`config.mk`:
```
export PLATFORM = sky130hd
export DESIGN_NAME = conv_loop_ctrl_l1
export DESIGN_NICKNAME = d
export VERILOG_FILES = /design/src/rtl/conv_loop_ctrl_l1.sv
export SDC_FILE = /design/constraint.sdc
export NUM_CORES = 1
export LEC_CHECK = 0
export ABC_AREA = 1
export CORE_MARGIN = 3
export CORE_UTILIZATION = 44
export DETAILED_ROUTE_END_ITERATION = 16
export GPL_ROUTABILITY_DRIVEN = 0
export HOLD_SLACK_MARGIN = 0.12
export PLACE_DENSITY = 0.83
export SLEW_MARGIN = 0
export SYNTH_ARGS = -nofsm -noshare
export SYNTH_HDL_FRONTEND = slang
export SYNTH_SLANG_ARGS = --single-unit
```
`constraint.sdc`:
```
create_clock -name clk -period 1.5 [get_ports clk]
set_clock_uncertainty 0.05 [all_clocks]
set_input_delay 0.225 -clock clk [delete_from_list [all_inputs] [get_ports clk]]
set_output_delay 0.225 -clock clk [all_outputs]
set_load 0.05 [all_outputs]
```
`src/rtl/conv_loop_ctrl_l1.sv`:
```
// Layer-1 convolution loop sequencer: walks f > x > y > k > j, flags the first and
// last tap of each output pixel, and delays the last-tap flag into an output write strobe.
module conv_loop_ctrl_l1 #(
  parameter int X_MAX    = 29,
  parameter int Y_MAX    = 29,
  parameter int K_MAX    = 2,
  parameter int J_MAX    = 2,
  parameter int F_MAX    = 63,
  parameter int PIPE_LAT = 3
) (
  input  logic       clk,
  input  logic       rst,
  input  logic       start,
  input  logic       stall,
  output logic [4:0] x,
  output logic [4:0] y,
  output logic [1:0] k,
  output logic [1:0] j,
  output logic [5:0] f,
  output logic       idx_vld,
  output logic       acc_clr,
  output logic       acc_last,
  output logic       out_we,
  output logic       busy,
  output logic       done
);

  localparam logic [4:0] X_TOP = 5'(X_MAX);
  localparam logic [4:0] Y_TOP = 5'(Y_MAX);
  localparam logic [1:0] K_TOP = 2'(K_MAX);
  localparam logic [1:0] J_TOP = 2'(J_MAX);
  localparam logic [5:0] F_TOP = 6'(F_MAX);

  typedef enum logic [1:0] {IDLE, RUN, DRAIN, DONE} state_t;

  state_t              state, state_nxt;
  logic [4:0]          x_nxt, y_nxt;
  logic [1:0]          k_nxt, j_nxt;
  logic [5:0]          f_nxt;
  logic [PIPE_LAT-1:0] pipe, pipe_nxt;
  logic                j_last, k_last, y_last, x_last, f_last, tuple_last;

  assign j_last     = (j == J_TOP);
  assign k_last     = (k == K_TOP);
  assign y_last     = (y == Y_TOP);
  assign x_last     = (x == X_TOP);
  assign f_last     = (f == F_TOP);
  assign tuple_last = j_last & k_last & y_last & x_last & f_last;

  assign idx_vld  = (state == RUN) & ~stall;
  assign acc_clr  = idx_vld & (k == 2'd0) & (j == 2'd0);
  assign acc_last = idx_vld & k_last & j_last;
  assign out_we   = pipe[PIPE_LAT-1] & ~stall;
  assign busy     = (state == RUN) | (state == DRAIN);
  assign done     = (state == DONE);

  // Carry chain: every wrap resolves in the accepting cycle, so no bubble at a wrap.
  always_comb begin
    // NOTE: every output of this block gets a default first so no latch is inferred.
    x_nxt = x;
    y_nxt = y;
    k_nxt = k;
    j_nxt = j;
    f_nxt = f;
    if (idx_vld) begin
      j_nxt = j_last ? 2'd0 : j + 2'd1;
      if (j_last) begin
        k_nxt = k_last ? 2'd0 : k + 2'd1;
        if (k_last) begin
          y_nxt = y_last ? 5'd0 : y + 5'd1;
          if (y_last) begin
            x_nxt = x_last ? 5'd0 : x + 5'd1;
            if (x_last) f_nxt = f_last ? 6'd0 : f + 6'd1;
          end
        end
      end
    end
  end

  // The write pipeline moves only on non-stalled cycles, so a stalled out_we is retried, never lost.
  always_comb begin
    pipe_nxt = pipe;
    if (!stall) begin
      pipe_nxt[0] = acc_last;
      for (int i = 1; i < PIPE_LAT; i++) pipe_nxt[i] = pipe[i-1];
    end
  end

  always_comb begin
    state_nxt = state;
    unique case (state)
      IDLE:    if (start) state_nxt = RUN;
      RUN:     if (idx_vld && tuple_last) state_nxt = DRAIN;
      DRAIN:   if (pipe_nxt == '0) state_nxt = DONE;
      DONE:    state_nxt = IDLE;
      default: state_nxt = IDLE;
    endcase
  end

  always_ff @(posedge clk) begin
    // NOTE: sequential state uses non-blocking assignments so all registers update together.
    if (rst) begin
      state <= IDLE;
      x     <= '0;
      y     <= '0;
      k     <= '0;
      j     <= '0;
      f     <= '0;
      pipe  <= '0;
    end else begin
      state <= state_nxt;
      x     <= x_nxt;
      y     <= y_nxt;
      k     <= k_nxt;
      j     <= j_nxt;
      f     <= f_nxt;
      pipe  <= pipe_nxt;
    end
  end

endmodule

```
==> metrics.csv <==
stage,metric,value,unit
outcome,outcome,"complete, but fails checks",
outcome,violations,negative setup slack,
drt,detail_route.iter0.violations,131,
logic_synthesis,netlist-cell-type-count,26,
cts,insertion_delay,0.35,ns
cts,cts_made_buffers,3,
global_route,grt_max_degree,16,
logic_synthesis,syn_avg_cell_area,7.388,um^2
drt,routed-via-count,1525,
logic_synthesis,yosys.area_share.adder,0.08563,
logic_synthesis,post_synth_design_cell_area,0.001315,mm^2
drt,avgRoutedWirePerCell,16.41,um
die,placementRows,19,
min_path,hold_class,primary input to flop,
sta,setup_viol_count_final,22,
worst_setup_path,timing.critical_path.required,1.72,ns
logic_synthesis,yosys-mux-area-fraction,0,
logic_synthesis,postSynthRegisterBits,25,
drt,ant_nets,0,
sta,holdWs,0.1923,ns
worst_setup_path,worst-endpoint-arrival,2.14,ns
sta,fin_crit,1.925,ns
cts,cts.root.buffer_cell,sky130_fd_sc_hd__clkbuf_4,
die,dieWidth,60.67,um
logic_synthesis,dominant_combinational_cell_family_by_area_after_synthesis,simple AND/OR/NAND/NOR gates,
worst_setup_path,worst-path-buf-inv,5,
logic_synthesis,synth-compound-area-share,0.1028,
logic_synthesis,synth_cells,178,
global_route,grt_first_pass_wirelength,7.107,mm
global_route,antenna_found_initial,0,
logic_synthesis,yosysSeqAreaShare,0.3806,
run,cap_violations,0,
power_and_ir_drop,power.ir.vdd_worst,0.7607,mV
logic_synthesis,post_synth_and_or_nand_nor_area_fraction,0.3092,
power_and_ir_drop,power-per-cell-area,915.7,mW/mm^2
sta,timing.final.ws_setup,-0.4245,ns
die,initial_core_util,0.4688,
worst_setup_path,critical_path_peak_fanout,4,
die,ioPinCount,30,
sta,worst-slew-pin-transition,0.3753,ns
sta,achievable-frequency,519.6,MHz
cts,cts_htree_levels,1,
finish,design_area,0.002501,mm^2
global_route,grt_util_all_layers,0.2582,
worst_setup_path,critical_path.endpoint_type,flop,
cts,tritoncts,built,
die,die_height,60.67,um
sta,slew_headroom,0.7495,
sta,hold_violations,0,
finish,num_antenna_cells,0,
worst_setup_path,critPathTopFamily,simple AND/OR/NAND/NOR gates,
placed_design,buffers_added_on_ports,29,
logic_synthesis,synthTopCellsByArea,"sky130_fd_sc_hd__dfxtp_1 (38%), sky130_fd_sc_hd__nand2_1 (9.4%), sky130_fd_sc_hd__ha_1 (8.6%)",
sta,grt_setup_unrepaired,yes,
die,die_area,0.003681,mm^2
die,core_region_area,0.002805,mm^2
finish,drive_gt1_frac,0.4862,
placed_design,placed_area,0.002227,mm^2
cts,postCtsHoldBufs,0,
worst_setup_path,startpoint_type,flop,
drt,drc,0,
logic_synthesis,synth.net_count,191,
finish,fill_cells,107,
logic_synthesis,synthDominantCellAreaShare,0.3806,
logic_synthesis,synth_warnings,0,
cts,clkSinkCount,25,
logic_synthesis,yosys.area_share.xor_xnor,0.03330,
worst_setup_path,critical-path-slowest-cell,sky130_fd_sc_hd__dfxtp_2,
finish,area.growth.synth_to_final,90.20,%
global_route,grt_overflow,0,
cts,clk_path_buf_depth,2,
sta,period_share,1.283,
logic_synthesis,synth_largest_area_cell,sky130_fd_sc_hd__dfxtp_1,
finish,final_net_count,267,
worst_setup_path,cells_along_the_critical_path,inv_2 -> ha_4 -> inv_4 -> nor2_4 -> buf_6 -> nand3_4 -> buf_6 -> nor2_8 -> buf_12 -> nand3_4 -> nand2_4 -> nand3_2 -> nand2_2 -> nor2_2,
sta,timing_max_transition_violations_final,0,
drt,post_drt_via_cell_ratio,5.370,
drt,number_of_search_and_repair_iterations_in_the_first_detailed_routing_pass,4,
cts,clk_pin_slew_worst_paths,0.16,ns
placed_design,hpwl_after_detailed_placement,2.737,mm
worst_setup_path,path_class,flop to flop,
worst_setup_path,worst_path_largest_cell_delay,0.37,ns
drt,routed_wl,4.661,mm
power_and_ir_drop,power.leakage,0.001087,uW
global_route,first_global_vias,1629,
## cells by family (layout without fill, tap and decap cells)
group | Yosys count | in the layout
adder cells (fa/ha/maj) | 9 | 9
AO/OA/AOI/OAI | 24 | 24
XOR/XNOR | 5 | 5
flip-flops | 25 | 25
AND/OR/NAND/NOR | 84 | 84
buffers and inverters | 31 | 106
## through the flow
stage	util	total power, uW	cells	TNS, ns	worst slack (ns)
floorplan	-	1214	178	-4.710	-0.3637
global placement	0.7939	1589	269	-3.860	-0.2820
detailed placement	0.7939	1613	269	-4.975	-0.4008
CTS	0.8626	2119	282	-4.923	-0.3464
global route	0.8916	2355	284	-8.906	-0.4938
finish	0.8916	2290	284	-7.144	-0.4245
## path summary, 6_finish.rpt
kind	cells past startpoint	start	to	slack, ns
max	14	state[1]	state[0]	-0.42
min	3	stall	pipe[2]	0.19
max reg2reg	14	state[1]	state[0]	-0.42
min reg2reg	2	pipe[2]	pipe[2]	0.47
## placed cells by master (no fill, tap or decap), drive strengths merged
cell type / n
buf: 69
nand2: 35
inv: 29
nor2: 28
dfxtp: 25
a21oi: 15
ha: 9
nand3: 9
xor2: 4
nand4: 3
nor3b: 3
clkbuf: 3
a211oi: 3
nor3: 3
o21ai: 3
clkinvlp: 2
o21bai: 2
or2: 2
clkdlybuf4s50: 2
xnor2: 1
o21a: 1
nand3b: 1
dlymetal6s2s: 1
## synth_stat cells
library cell               instances
sky130_fd_sc_hd__ha_1              9
sky130_fd_sc_hd__nor2_8            1
sky130_fd_sc_hd__o21ai_1           2
sky130_fd_sc_hd__nor3_1            3
sky130_fd_sc_hd__o21a_1            1
sky130_fd_sc_hd__nand3_4           1
sky130_fd_sc_hd__nand2_4           1
sky130_fd_sc_hd__nor2_4            1
sky130_fd_sc_hd__nand4_1           3
sky130_fd_sc_hd__a21oi_1          15
sky130_fd_sc_hd__nand2_1          33
sky130_fd_sc_hd__nor3b_1           3
sky130_fd_sc_hd__nand2_2           1
sky130_fd_sc_hd__inv_1            30
sky130_fd_sc_hd__o21bai_1          2
sky130_fd_sc_hd__or2_0             2
sky130_fd_sc_hd__a211oi_1          3
sky130_fd_sc_hd__nand3_1           8
sky130_fd_sc_hd__nor2_2            1
sky130_fd_sc_hd__o21ai_0           1
sky130_fd_sc_hd__buf_1             1
sky130_fd_sc_hd__nor2_1           25
sky130_fd_sc_hd__xor2_1            4
sky130_fd_sc_hd__nand3b_1          1
sky130_fd_sc_hd__dfxtp_1          25
sky130_fd_sc_hd__xnor2_1           1
## what timing repair did
item,in CTS,in global routing
setup endpoints to repair,21,25
pin swaps,5,7
gates resized for setup,20,18
hold endpoints to repair,0,0
buffers inserted,11,2
## flip-flops by register name (all words and copies together), names as in the netlist
name,count
f,6
x,5
y,5
pipe,3
j,2
k,2
state,2
## tightest hold or removal path: cells and delay by family
| family | cells | cell delay, ns |
|---|---|---|
| compound gates | 1 | 0.07 |
| buf+inv | 1 | 0.18 |
| simple gates | 1 | 0.10 |
## where the power goes
group	internal [uW]	switching [uW]	total, uW
combinational	570	637	1210
clock	103	233	335
sequential	708	39.9	748
total	1380	910	2290
## layout make-up
type                       count  area, um^2  share of cell area
timing repair buffer          72       914.6              0.3657
multi-input combinational    122       884.6              0.3537
sequential                    25       509.2              0.2036
inverter                      30       123.9             0.04952
tap                           31       38.79             0.01551
clock buffer                   3       22.52            0.009004
clock inverter                 1       7.507            0.003001
## per-layer routing
metal  vias to the layer above  track usage  part of all wire
met1                       711       0.2815              0.38
met5                         -            0                 0
met3                        23      0.07021             0.069
met4                         0      0.08359             0.036
li1                        711            -                 -
met2                        80       0.4794              0.51
Power figures use the tool's default switching activity.
